===== config.mk =====
export PLATFORM = sky130hd
export DESIGN_NAME = fb_write_arbiter
export DESIGN_NICKNAME = d
export VERILOG_FILES = /design/src/rtl/fb_pkg.sv /design/src/rtl/fb_write_arbiter_rr_arb2.sv /design/src/rtl/fb_write_arbiter.sv
export SDC_FILE = /design/constraint.sdc
export NUM_CORES = 1
export LEC_CHECK = 0
export CAP_MARGIN = 20
export CORE_UTILIZATION = 40
export DETAILED_ROUTE_END_ITERATION = 12
export PLACE_DENSITY = 0.86
export SLEW_MARGIN = 10
export SYNTH_ARGS = -nofsm -noshare
export SYNTH_HDL_FRONTEND = slang
export SYNTH_SLANG_ARGS = --single-unit
export TNS_END_PERCENT = 30

===== constraint.sdc =====
create_clock -name CLOCK_50 -period 1.95 [get_ports CLOCK_50]
set_input_delay 0.39 -clock CLOCK_50 [delete_from_list [all_inputs] [get_ports CLOCK_50]]
set_output_delay 0.39 -clock CLOCK_50 [all_outputs]
set_load 0.02 [all_outputs]

===== src/rtl/fb_pkg.sv =====
// -----------------------------------------------------------------------------
// fb_pkg
// Shared constants and types for the framebuffer write path.
//   - Framebuffer geometry (640x480) and the address/data widths of the RAM port.
//   - Trail codes written into the framebuffer by the players and the clear engine.
//   - Arbiter state encoding and the player identifier used by the round-robin pointer.
// No ports: this file is a package only.
// -----------------------------------------------------------------------------
package fb_pkg;

    localparam int FB_W     = 640;
    localparam int FB_H     = 480;
    localparam int FB_WORDS = FB_W * FB_H;
    localparam int ADDR_W   = 19;
    localparam int DATA_W   = 8;

    localparam logic [7:0] EMPTY    = 8'h00;
    localparam logic [7:0] P1_TRAIL = 8'h01;
    localparam logic [7:0] P2_TRAIL = 8'h02;

    typedef enum logic {
        S_RUN   = 1'b0,
        S_CLEAR = 1'b1
    } fb_state_t;

    typedef enum logic {
        P1 = 1'b0,
        P2 = 1'b1
    } player_id_t;

endpackage


===== src/rtl/fb_write_arbiter_rr_arb2.sv =====
// -----------------------------------------------------------------------------
// rr_arb2
// Two-input round-robin arbiter. The grant is combinational; the pointer of the
// last granted player is registered and moves on every grant.
// With both inputs requesting, the player that was not granted last wins. A
// single requester always wins. No grant is issued while enable is low.
// Ports:
//   CLOCK_50  in   clock, rising edge
//   reset     in   synchronous, active-high; pointer returns to P2 so that
//                  P1 wins the first contention
//   req[1:0]  in   req[0] = player 1, req[1] = player 2
//   enable    in   arbitration allowed this cycle
//   grant[1:0] out one-hot (or zero) grant, same bit order as req
// -----------------------------------------------------------------------------
module rr_arb2 (
    input  logic       CLOCK_50,
    input  logic       reset,
    input  logic [1:0] req,
    input  logic       enable,
    output logic [1:0] grant
);
    import fb_pkg::*;

    player_id_t last_reg;
    player_id_t last_next;

    always_comb begin
        grant = 2'b00;
        if (enable) begin
            if (req == 2'b11) begin
                grant = (last_reg == P1) ? 2'b10 : 2'b01;
            end else begin
                grant = req;
            end
        end
    end

    always_comb begin
        last_next = last_reg;
        if (grant[0]) begin
            last_next = P1;
        end else if (grant[1]) begin
            last_next = P2;
        end
    end

    always_ff @(posedge CLOCK_50) begin
        if (reset) begin
            last_reg <= P2;
        end else begin
            last_reg <= last_next;
        end
    end

endmodule


===== src/rtl/fb_write_arbiter.sv =====
// -----------------------------------------------------------------------------
// fb_write_arbiter
// Sole owner of the framebuffer RAM write port. Shares it between two player
// trail writers (valid/ready handshake, round-robin on contention) and a clear
// engine that sweeps every word to CLEAR_VALUE on game restart.
//
// Build option: define FB_ARB_CLEAR_EN to compile in the clear engine and the
// S_CLEAR state. Without it the block only arbitrates players, clear_start is
// ignored and clear_busy/clear_done stay low.
//
// Ports:
//   CLOCK_50            in   clock, rising edge
//   reset               in   synchronous, active-high
//   clear_start         in   request a full clear (restarts a running sweep)
//   clear_busy          out  high while sweeping
//   clear_done          out  one-cycle pulse after the final clear write
//   p1_req/addr/data    in   player 1 write request
//   p1_ack              out  player 1 accepted this cycle (combinational)
//   p2_req/addr/data    in   player 2 write request
//   p2_ack              out  player 2 accepted this cycle (combinational)
//   wr_addr/wr_data     out  registered RAM write address/data
//   wren                out  registered RAM write enable (one cycle per write)
//   oob_err             out  sticky: a player address was >= FB_WORDS
// -----------------------------------------------------------------------------
module fb_write_arbiter #(
    parameter int                FB_WORDS    = fb_pkg::FB_WORDS,
    parameter int                ADDR_W      = fb_pkg::ADDR_W,
    parameter int                DATA_W      = fb_pkg::DATA_W,
    parameter logic [DATA_W-1:0] CLEAR_VALUE = fb_pkg::EMPTY
) (
    input  logic              CLOCK_50,
    input  logic              reset,
    input  logic              clear_start,
    output logic              clear_busy,
    output logic              clear_done,
    input  logic              p1_req,
    input  logic [ADDR_W-1:0] p1_addr,
    input  logic [DATA_W-1:0] p1_data,
    output logic              p1_ack,
    input  logic              p2_req,
    input  logic [ADDR_W-1:0] p2_addr,
    input  logic [DATA_W-1:0] p2_data,
    output logic              p2_ack,
    output logic [ADDR_W-1:0] wr_addr,
    output logic [DATA_W-1:0] wr_data,
    output logic              wren,
    output logic              oob_err
);
    import fb_pkg::*;

    // One extra bit so FB_WORDS itself is representable when it equals 2**ADDR_W.
    localparam logic [ADDR_W:0] ADDR_LIMIT = (ADDR_W + 1)'(FB_WORDS);

    logic [1:0]        grant;
    logic              arb_en;
    logic [ADDR_W-1:0] sel_addr;
    logic [DATA_W-1:0] sel_data;
    logic              sel_in_range;

    logic              wren_reg,    wren_next;
    logic [ADDR_W-1:0] wr_addr_reg, wr_addr_next;
    logic [DATA_W-1:0] wr_data_reg, wr_data_next;
    logic              oob_reg,     oob_next;

    rr_arb2 u_arb (
        .CLOCK_50 (CLOCK_50),
        .reset    (reset),
        .req      ({p2_req, p1_req}),
        .enable   (arb_en),
        .grant    (grant)
    );

    assign p1_ack       = grant[0];
    assign p2_ack       = grant[1];
    assign sel_addr     = grant[1] ? p2_addr : p1_addr;
    assign sel_data     = grant[1] ? p2_data : p1_data;
    assign sel_in_range = ({1'b0, sel_addr} < ADDR_LIMIT);

`ifdef FB_ARB_CLEAR_EN
    localparam int            CW       = (FB_WORDS > 1) ? $clog2(FB_WORDS) : 1;
    localparam logic [CW-1:0] CNT_LAST = CW'(FB_WORDS - 1);

    fb_state_t     state_reg, state_next;
    logic [CW-1:0] cnt_reg,   cnt_next;
    logic          done_reg,  done_next;
    logic          cnt_at_last;

    // cnt_reg holds the address currently presented on wr_addr during a sweep.
    assign cnt_at_last = (cnt_reg == CNT_LAST);

    // Clear owns the port outright: a pending clear_start blocks players even
    // in the cycle it is first seen.
    assign arb_en     = (state_reg == S_RUN) && !clear_start;
    assign clear_busy = (state_reg == S_CLEAR);
    assign clear_done = done_reg;

    always_ff @(posedge CLOCK_50) begin
        if (reset) begin
            state_reg <= S_RUN;
        end else begin
            state_reg <= state_next;
        end
    end

    always_comb begin
        state_next = state_reg;
        case (state_reg)
            S_RUN: begin
                if (clear_start) begin
                    state_next = S_CLEAR;
                end
            end
            S_CLEAR: begin
                if (!clear_start && cnt_at_last) begin
                    state_next = S_RUN;
                end
            end
            default: state_next = S_RUN;
        endcase
    end
`else
    assign arb_en     = 1'b1;
    assign clear_busy = 1'b0;
    assign clear_done = 1'b0;

    logic unused_clear;
    assign unused_clear = clear_start ^ (|CLEAR_VALUE);
`endif

    // Next values of the registered write port and status flags.
    always_comb begin
        wren_next    = 1'b0;
        wr_addr_next = wr_addr_reg;
        wr_data_next = wr_data_reg;
        oob_next     = oob_reg;

        // Out-of-range requests are still consumed, only the write is dropped.
        if (grant != 2'b00) begin
            if (sel_in_range) begin
                wren_next    = 1'b1;
                wr_addr_next = sel_addr;
                wr_data_next = sel_data;
            end else begin
                oob_next = 1'b1;
            end
        end

`ifdef FB_ARB_CLEAR_EN
        cnt_next  = cnt_reg;
        done_next = 1'b0;
        // grant is zero whenever either branch below is taken.
        if (clear_start) begin
            cnt_next     = '0;
            wren_next    = 1'b1;
            wr_addr_next = '0;
            wr_data_next = CLEAR_VALUE;
        end else if (state_reg == S_CLEAR) begin
            if (cnt_at_last) begin
                done_next = 1'b1;
            end else begin
                cnt_next     = cnt_reg + 1'b1;
                wren_next    = 1'b1;
                wr_addr_next = ADDR_W'(cnt_next);
                wr_data_next = CLEAR_VALUE;
            end
        end
`endif
    end

    always_ff @(posedge CLOCK_50) begin
        if (reset) begin
            wren_reg    <= 1'b0;
            wr_addr_reg <= '0;
            wr_data_reg <= '0;
            oob_reg     <= 1'b0;
`ifdef FB_ARB_CLEAR_EN
            cnt_reg     <= '0;
            done_reg    <= 1'b0;
`endif
        end else begin
            wren_reg    <= wren_next;
            wr_addr_reg <= wr_addr_next;
            wr_data_reg <= wr_data_next;
            oob_reg     <= oob_next;
`ifdef FB_ARB_CLEAR_EN
            cnt_reg     <= cnt_next;
            done_reg    <= done_next;
`endif
        end
    end

    assign wren    = wren_reg;
    assign wr_addr = wr_addr_reg;
    assign wr_data = wr_data_reg;
    assign oob_err = oob_reg;

endmodule


==> reports/qor.yml <==
via_per_inst: 4.997
finalHoldViolCount: 0
yosysTopAreaCellShare: 0.3419
final_cells: 358
p_leak_nw: 1.299
post-cts-setup-buffers: 0
cts_tree: "built"
cts_hold_buffers: 0
drt_iter0_markers: 56
root_buffer: "clkbuf_8"
p_seq_frac: 0.372
comb_power_share: 0.351
netlist_area_mm2: 0.001757
area_growth_pct: 69.52
diodes: 0
cts.sinks: 30
rows: 23
dp_hpwl_mm: 3.529
use_met3: 0.05667
syn_avg_cell_area_um2: 8.654
min_period_ps: 1917
grtUsageMet2: 0.3824
grt_pass1_wl_mm: 7.217
yosys.area.top_type: "dfxtp_1"
grt_start_max_net_pins: 27
crit_required_ps: 2120
ys_ff_latch: 30
die_h_um: 68.27
firstDrtPassIters: 4
routedWlPerCell_um: 13.81
antenna_found_initial: 0
rsz0062_at_grt: "no"
clock_latency_ps: 280
clk_path_buf_depth: 2
yosys_warnings: 0
grt_pass1_vias: 1710
fin_hold_ws_ps: 446.8
p_switching_mw: 0.5304
intPower_mw: 1.331
synthTopCellsByArea: "dfxtp_1 (34%), mux2_4 (16%), nand2_1 (11%)"
fmax_mhz: 521.8
status: "finished clean"
peakVddDrop_mv: 0.4045
power.density_mw_per_mm2: 625.2
core_mm2: 0.004115
finClkSkew_ps: 2.753
cp_max_fo: 9
routed_wl_mm: 4.944
maxSlewViolCount: 0
critPathKind: "input port to register"
cts.htree.levels: 2
numCtsBuffers: 5
fp.dieW_um: 68.27
nets: 366
dpl.cell_count: 349
path_clk_slew_ps: 60
period_share: 0.9829
initial_core_util: 0.4269
yosysSeqAreaShare: 0.3419
placed_cell_area_mm2: 0.002811
met1_usage: 0.2162
synthCells: 203
clkPwrFrac: 0.277
grt_overflow: 0
drc: 0
largest_register_ffs: 19
synth.distinct_cells: 28
track_usage: 0.2088
top_usage_layer: "met2"
routabilityCongestion: 0.8214
seq_area_um2: 600.6
vias: 1789
multi_input_area_mm2: 0.001072
drive_gt1_frac: 0.2208
die_area_mm2: 0.004661
design_area_mm2: 0.002978
drv_cap: 0
io_pins: 92
end_kind: "register"
switching_share: 0.2849
antenna_left: 0
start_kind: "input port"
port_buffers: 88
nFillCells: 321
setup_viol_count_final: 0
min-delay-path-class: "register to register"
worst_ep_arrival_time_ps: 2090
## placed cells by master (no fill, tap or decap), types with 2 or more instances in the layout
master | netlist | layout
nand2_1 | 53 | 53
clkbuf_16 | 0 | 2
buf_12 | 0 | 3
dfxtp_1 | 30 | 30
conb_1 | 1 | 2
nor2b_1 | 26 | 26
o21a_1 | 2 | 2
buf_4 | 2 | 18
a21oi_1 | 27 | 27
dlymetal6s2s_1 | 0 | 3
clkbuf_8 | 0 | 6
mux2_4 | 19 | 19
nor2_1 | 2 | 2
a2111oi_2 | 1 | 2
mux2_2 | 7 | 7
clkdlybuf4s50_1 | 0 | 82
a21o_1 | 2 | 2
inv_1 | 3 | 3
## path summary, 6_finish.rpt
path            endpoint  cells past startpoint            from  slack, ps
max          wr_addr[10]                      6     p1_addr[12]         30
min              oob_err                      2         oob_err        450
max reg2reg  wr_addr[10]                      6  u_arb.last_reg        160
min reg2reg      oob_err                      2         oob_err        450
## worst max-delay path, cell delays in order
cell and delay (ps):
clkdlybuf4s50_1 420, a21o_1 230, a311oi_2 370, o21ai_4 160, clkbuf_16 200, mux2_4 300
## cells in the mapped netlist (all sizes together)
master   number
a221oi        1
a21o          2
a21boi        1
mux2i         1
a21oi        27
or4           1
a21bo         1
dfxtp        30
o21a          2
nor2b        26
o21ai         3
a311oi        2
buf           6
conb          1
nor2          2
or2           1
nand2b        1
nand2        53
inv           4
a2111oi       2
clkbuf       10
mux2         26
## metrics by stage
stage	TNS (ps)	worst slack (ps)	power [mW]	util
3_5_place_dp	-8325	-428.6	1.323	0.6832
2_1_floorplan	0	229.1	1.019	-
4_1_cts	-0.007772	-0.007772	1.846	0.7087
5_1_grt	0	3.121	1.950	0.7236
3_3_place_gp	-8105	-307.3	1.313	0.6832
6_report	0	33.41	1.862	0.7236
## layout make-up
class                           count  area share
Multi-Input combinational cell    154      0.3601
Clock buffer                        7     0.02899
Clock inverter                      1    0.001681
Inverter                            4    0.005882
Sequential cell                    30      0.2017
Tap cell                           50     0.02101
Timing Repair Buffer              112      0.3807
## layer usage
metal / part of all wire / vias to the layer above
met5: 0 / -
li1: - / 877
met4: 0.028 / 0
met3: 0.054 / 14
met1: 0.41 / 825
met2: 0.51 / 73
## repair_timing
action,CTS,global route
setup endpoints to repair,11,27
pin swaps,1,6
gates cloned,0,2
resized for setup,6,10
## power groups by stage
stage / combinational, mW / sequential [mW] / clock [mW]
finish: 0.654 / 0.692 / 0.517
global route: 0.695 / 0.698 / 0.557
CTS: 0.629 / 0.691 / 0.525
detailed placement: 0.620 / 0.703 / 0
global placement: 0.610 / 0.703 / 0
floorplan: 0.255 / 0.764 / 0
## kinds of logic (layout without fill, tap and decap cells)
logic type / after synthesis / after routing / synth area share
AND/OR/NAND/NOR: 84 / 84 / 0.2215
other: 1 / 2 / 0.002135
AO/OA/AOI/OAI: 41 / 41 / 0.1574
multiplexers: 27 / 27 / 0.2130
flip-flops: 30 / 30 / 0.3419
buffers and inverters: 20 / 124 / 0.06410
Note: power is estimated with default switching activity, not from simulation.
